--- config.mk ---
export PLATFORM = sky130hd
export DESIGN_NAME = hazard_fwd_unit
export DESIGN_NICKNAME = d
export VERILOG_FILES = /design/src/rtl/hazard_fwd_unit.sv
export SDC_FILE = /design/constraint.sdc
export NUM_CORES = 1
export LEC_CHECK = 0
export BUFFER_PORTS_ARGS = -buffer_cell sky130_fd_sc_hd__buf_4
export CAP_MARGIN = 5
export CORE_ASPECT_RATIO = 0.7
export CORE_MARGIN = 10
export CORE_UTILIZATION = 30
export DETAILED_ROUTE_END_ITERATION = 10
export HOLD_SLACK_MARGIN = 0.03
export PLACE_DENSITY_LB_ADDON = 0.25
export SLEW_MARGIN = 20
export SYNTH_ARGS = -nofsm -noshare
export SYNTH_HDL_FRONTEND = slang
export SYNTH_SLANG_ARGS = --single-unit
--- constraint.sdc ---
create_clock -name clk -period 1.95 [get_ports clk]
set_clock_uncertainty 0.05 [all_clocks]
set_input_delay 0.4875 -clock clk [delete_from_list [all_inputs] [get_ports clk]]
set_output_delay 0.4875 -clock clk [all_outputs]
set_load 0.03 [all_outputs]
--- src/rtl/hazard_fwd_unit.sv ---
// Forwarding, load-use and MDU scoreboard hazard unit for the 5-stage pipeline.
// Optional HAZARD_PERF_EN adds saturating stall_cycles / mdu_stall_cycles counters.
module hazard_fwd_unit #(
    parameter int unsigned REG_AW  = 5,
    parameter int unsigned MDU_LAT = 4
) (
    input  logic              clk,
    input  logic              rst_n,
    input  logic [REG_AW-1:0] id_rs,
    input  logic [REG_AW-1:0] id_rt,
    input  logic              id_rs_used,
    input  logic              id_rt_used,
    input  logic [REG_AW-1:0] id_rd,
    input  logic              id_regwrite,
    input  logic              id_is_mdu,
    input  logic [REG_AW-1:0] ex_rs,
    input  logic [REG_AW-1:0] ex_rt,
    input  logic [REG_AW-1:0] ex_rd,
    input  logic              ex_memread,
    input  logic              mdu_start,
    input  logic [REG_AW-1:0] mem_rd,
    input  logic              mem_regwrite,
    input  logic [REG_AW-1:0] wb_rd,
    input  logic              wb_regwrite,
    output logic [1:0]        fwd_a,
    output logic [1:0]        fwd_b,
    output logic              stall,
`ifdef HAZARD_PERF_EN
    output logic [31:0]       stall_cycles,
    output logic [31:0]       mdu_stall_cycles,
`endif
    output logic              mdu_busy,
    output logic              mdu_done
);

    localparam int unsigned CNT_W = 4;

    typedef enum logic [1:0] {
        S_IDLE = 2'd0,
        S_BUSY = 2'd1,
        S_DONE = 2'd2
    } state_t;

    state_t            state;
    logic [REG_AW-1:0] pend_rd;
    logic [CNT_W-1:0]  cnt;

    logic lu;
    logic md;
    logic haz_pend;
    logic haz_ex;

    // EX operand forwarding: the younger MEM result wins over WB
    always_comb begin
        fwd_a = 2'd0;
        fwd_b = 2'd0;
        if (mem_regwrite && (mem_rd != '0) && (mem_rd == ex_rs)) begin
            fwd_a = 2'd2;
        end else if (wb_regwrite && (wb_rd != '0) && (wb_rd == ex_rs)) begin
            fwd_a = 2'd1;
        end
        if (mem_regwrite && (mem_rd != '0) && (mem_rd == ex_rt)) begin
            fwd_b = 2'd2;
        end else if (wb_regwrite && (wb_rd != '0) && (wb_rd == ex_rt)) begin
            fwd_b = 2'd1;
        end
    end

    // Load-use and MDU scoreboard stall terms
    always_comb begin
        lu = ex_memread && (ex_rd != '0) &&
             ((id_rs_used && (id_rs == ex_rd)) || (id_rt_used && (id_rt == ex_rd)));

        haz_pend = (id_rs_used && (id_rs == pend_rd)) ||
                   (id_rt_used && (id_rt == pend_rd)) ||
                   (id_regwrite && (id_rd == pend_rd));

        haz_ex   = (id_rs_used && (id_rs == ex_rd)) ||
                   (id_rt_used && (id_rt == ex_rd)) ||
                   (id_regwrite && (id_rd == ex_rd));

        md = 1'b0;
        if ((state != S_IDLE) && (pend_rd != '0) && haz_pend) begin
            md = 1'b1;
        end
        if ((state == S_IDLE) && mdu_start && (ex_rd != '0) && haz_ex) begin
            md = 1'b1;
        end
        // Only one MDU op may be in flight
        if (id_is_mdu && ((state != S_IDLE) || mdu_start)) begin
            md = 1'b1;
        end

        stall = lu || md;
    end

    // Scoreboard FSM; a start while already busy is dropped without effect
    always_ff @(posedge clk or negedge rst_n) begin
        if (!rst_n) begin
            state   <= S_IDLE;
            pend_rd <= '0;
            cnt     <= '0;
        end else begin
            case (state)
                S_IDLE: begin
                    if (mdu_start) begin
                        state   <= S_BUSY;
                        pend_rd <= ex_rd;
                        cnt     <= CNT_W'(MDU_LAT - 1);
                    end
                end
                S_BUSY: begin
                    cnt <= cnt - CNT_W'(1);
                    if (cnt == CNT_W'(1)) begin
                        state <= S_DONE;
                    end
                end
                S_DONE: begin
                    state <= S_IDLE;
                end
                default: begin
                    state <= S_IDLE;
                end
            endcase
        end
    end

    assign mdu_busy = (state != S_IDLE);
    assign mdu_done = (state == S_DONE);

`ifdef HAZARD_PERF_EN
    // Saturating stall counters
    always_ff @(posedge clk or negedge rst_n) begin
        if (!rst_n) begin
            stall_cycles     <= '0;
            mdu_stall_cycles <= '0;
        end else begin
            if (stall && (stall_cycles != '1)) begin
                stall_cycles <= stall_cycles + 32'd1;
            end
            if (md && (mdu_stall_cycles != '1)) begin
                mdu_stall_cycles <= mdu_stall_cycles + 32'd1;
            end
        end
    end
`endif

endmodule
==> impl_metrics.sql <==
INSERT INTO impl_metrics (metric_group, metric, value, unit) VALUES
('place', 'io_buffer_count', '56', ''),
('drt', 'drt_iter0_drc', '30', ''),
('drt', 'wl_per_cell', '16.0', 'µm'),
('setup_path', 'startpoint_type', 'input port', ''),
('final_layout', 'antenna_cells', '0', ''),
('setup_path', 'cp.buffers_inverters', '2', ''),
('cts', 'cts-root-to-sink-buffers', '2', ''),
('setup_path', 'crit_path_top_delay_cell', 'sky130_fd_sc_hd__or4_4', ''),
('place', 'detailed_place_hpwl', '3.67', 'mm'),
('grt', 'pin_count_of_the_biggest_net_entering_global_routing', '12', ''),
('power', 'seqPwrFrac', '29.1', '%'),
('cts', 'clkLatencyLatePin', '0.23', 'ns'),
('final_layout', 'final_core_utilization', '58.2', '%'),
('drt', 'finalWirelength', '4.31', 'mm'),
('power', 'power.share.switching', '39.1', '%'),
('outcome', 'violated_checks', 'negative setup slack', ''),
('grt', 'initial_antenna_violation_count', '0', ''),
('floorplan', 'initial_core_util', '32.2', '%'),
('floorplan', 'floorplan.die.height', '72.2', 'µm'),
('setup_path', 'crit_fanout', '2', ''),
('grt', 'global_route_wire_length_before_repair', '6.80', 'mm'),
('grt', 'first_global_vias', '1394', ''),
('power', 'cellLeakagePower', '0.939', 'nW'),
('setup_path', 'cp_top_delay_family', 'simple AND/OR/NAND/NOR gates', ''),
('flow_run', 'maxCapViolCount', '0', ''),
('timing', 'min_period', '2.32', 'ns'),
('timing', 'slew_headroom', '74.6', '%'),
('timing', 'maximum_clock_frequency', '431', 'MHz'),
('setup_path', 'timing.critical_path.required', '1.41', 'ns'),
('synthesis', 'synthesis.area', '1170', 'µm²'),
('synthesis', 'synth_nets', '180', ''),
('timing', 'final_hold_viol_count', '0', ''),
('drt', 'num_vias', '1254', ''),
('outcome', 'run_status', 'complete, but fails checks', ''),
('power', 'p_switching', '0.665', 'mW'),
('synthesis', 'synthesis.yosys.warnings', '0', ''),
('place', 'worst_slack_at_placement', '-0.405', 'ns'),
('cts', 'htree_num_levels', '1', ''),
('floorplan', 'floorplan.die.width', '94.6', 'µm'),
('final_layout', 'final_net_count', '272', ''),
('final_layout', 'multi_input_comb_area', '991', 'µm²'),
('drt', 'drt-pass1-iter-count', '4', ''),
('final_layout', 'fin_area', '2110', 'µm²'),
('cts', 'path_clk_slew', '0.04', 'ns'),
('floorplan', 'floorplan.io_pins', '57', ''),
('drt', 'drcViolationCount', '0', ''),
('synthesis', 'yosys_register_bits', '11', ''),
('drt', 'vias_per_cell', '4.66', ''),
('min_path', 'worst_hold_path_type', 'reg -> reg', ''),
('power', 'power.internal', '1.03', 'mW'),
('final_layout', 'area_growth_syn_to_layout', '80.5', '%'),
('timing', 'setup_ws', '-0.369', 'ns'),
('floorplan', 'num_rows', '18', ''),
('final_layout', 'filler_cell_count', '314', ''),
('floorplan', 'design.core.area', '3630', 'µm²'),
('grt', 'grt.total_usage', '12.2', '%'),
('final_layout', 'final_common_cell', 'sky130_fd_sc_hd__buf_4', ''),
('power', 'power_density', '805', 'nW/µm²'),
('place', 'globalplace.congestion', '0.941', ''),
('setup_path', 'end_kind', 'output port', ''),
('cts', 'cts.root.buffer_cell', 'sky130_fd_sc_hd__clkbuf_8', ''),
('timing', 'finalSetupViolCount', '5', ''),
('cts', 'cts_tree', 'done', ''),
('power', 'power_frac_comb', '57.9', '%'),
('cts', 'cts_made_buffers', '3', ''),
('synthesis', 'share_of_synthesized_area_occupied_by_flip_flops_and_latches', '23.6', '%'),
('final_layout', 'ff_latch_area', '277', 'µm²'),
('synthesis', 'synth_cell_type_count', '32', ''),
('setup_path', 'critPathKind', 'in -> out', ''),
('timing', 'period_share', '119', '%'),
('setup_path', 'worst_stage_delay_on_the_critical_path', '0.53', 'ns');
-- registers in the layout (all words and copies together) (netlist names) --
signal   flops
pend_rd      5
cnt          4
state        2
-- per-layer routing --
| metal | global-route usage, % | wire [µm] |
|---|---|---|
| met1 | 14.5 | 1800 |
| met2 | 21.7 | 2140 |
| met3 | 3.29 | 320 |
| met4 | 2.15 | 40 |
| met5 | 0 | 0 |
-- power groups by stage --
stage                     sequential [mW]  clock [mW]  combinational [mW]
after floorplan                     0.446           0               0.578
after global placement              0.480           0               0.890
after detailed placement            0.491           0               0.917
after CTS                           0.490       0.228               0.947
after global routing                0.507       0.244                1.08
final                               0.495       0.220               0.984
-- synthesized netlist by cell type --
| library cell | number | share of area [%] |
|---|---|---|
| sky130_fd_sc_hd__inv_1 | 4 | 1.3 |
| sky130_fd_sc_hd__o311ai_1 | 1 | 0.75 |
| sky130_fd_sc_hd__o22ai_1 | 3 | 1.6 |
| sky130_fd_sc_hd__or4_1 | 3 | 1.9 |
| sky130_fd_sc_hd__nor2b_1 | 1 | 0.54 |
| sky130_fd_sc_hd__nor4_2 | 2 | 2.1 |
| sky130_fd_sc_hd__o211ai_2 | 1 | 1.1 |
| sky130_fd_sc_hd__nand2_1 | 6 | 1.9 |
| sky130_fd_sc_hd__xor2_1 | 18 | 13 |
| sky130_fd_sc_hd__nand3_1 | 4 | 1.7 |
| sky130_fd_sc_hd__nor4_1 | 3 | 1.6 |
| sky130_fd_sc_hd__a2bb2oi_1 | 1 | 0.75 |
| sky130_fd_sc_hd__a31oi_1 | 2 | 1.1 |
| sky130_fd_sc_hd__dfrtp_1 | 11 | 24 |
| sky130_fd_sc_hd__clkbuf_1 | 3 | 0.96 |
| sky130_fd_sc_hd__o21ai_1 | 1 | 0.43 |
| sky130_fd_sc_hd__nand2b_1 | 1 | 0.54 |
| sky130_fd_sc_hd__nor2_1 | 5 | 1.6 |
| sky130_fd_sc_hd__or3_1 | 1 | 0.54 |
| sky130_fd_sc_hd__ha_1 | 2 | 2.1 |
| sky130_fd_sc_hd__mux2_2 | 6 | 5.8 |
| sky130_fd_sc_hd__and2_1 | 1 | 0.54 |
| sky130_fd_sc_hd__o221ai_1 | 1 | 0.75 |
| sky130_fd_sc_hd__or4_4 | 2 | 1.9 |
| sky130_fd_sc_hd__xnor2_1 | 32 | 24 |
| sky130_fd_sc_hd__o21bai_1 | 1 | 0.64 |
| sky130_fd_sc_hd__nand4_1 | 4 | 2.1 |
| sky130_fd_sc_hd__o21ai_0 | 1 | 0.43 |
| sky130_fd_sc_hd__o21ai_2 | 1 | 0.75 |
| sky130_fd_sc_hd__nor3_1 | 3 | 1.3 |
| sky130_fd_sc_hd__a21o_1 | 1 | 0.64 |
| sky130_fd_sc_hd__a22o_1 | 2 | 1.5 |
-- per-stage QoR --
stage	hold WS [ns]	instances	power [mW]	TNS, ns
after CTS	0.523	269	1.67	-1.43
after floorplan	0.142	128	1.02	-0.918
after global placement	0.273	264	1.37	-1.57
after global routing	0.541	269	1.83	-1.64
after detailed placement	0.278	264	1.41	-1.73
final	0.509	269	1.70	-1.41
-- worst paths after layout --
| path | from | endpoint | slack [ns] | depth (start not counted) |
|---|---|---|---|---|
| max | ex_rd[0] | stall | -0.37 | 7 |
| max in group asynchronous | rst_n | pend_rd[0] | 1.12 | 2 |
| min reg2reg | cnt[0] | cnt[0] | 0.51 | 1 |
| min | cnt[0] | cnt[0] | 0.51 | 1 |
| min in group asynchronous | rst_n | pend_rd[3] | 0.56 | 2 |
| max reg2reg | state[1] | pend_rd[4] | 0.47 | 5 |
-- kinds of logic after synthesis --
| logic type | synth area share, % |
|---|---|
| buffers and inverters | 2.25 |
| flip-flops | 23.6 |
| XOR/XNOR | 37.5 |
| multiplexers | 5.78 |
| AND/OR/NAND/NOR | 18.4 |
| adder cells (fa/ha/maj) | 2.14 |
| AO/OA/AOI/OAI | 10.4 |
-- what timing repair did --
item	4_1_cts	5_1_grt
hold buffers	1	0
hold endpoints to repair	11	0
pin swaps	6	4
buffers inserted	0	0
gates cloned	0	0
setup endpoints to repair	5	5
gates resized for setup	17	7
-- cell type report --
class	count	share of cell area, %
flip-flops and latches	11	13.1
repair buffers	90	34.1
well taps	50	2.97
inverters	4	0.712
multi-input cells	110	47.0
clock buffers	4	2.14
Note: power is estimated with default switching activity, not from simulation.
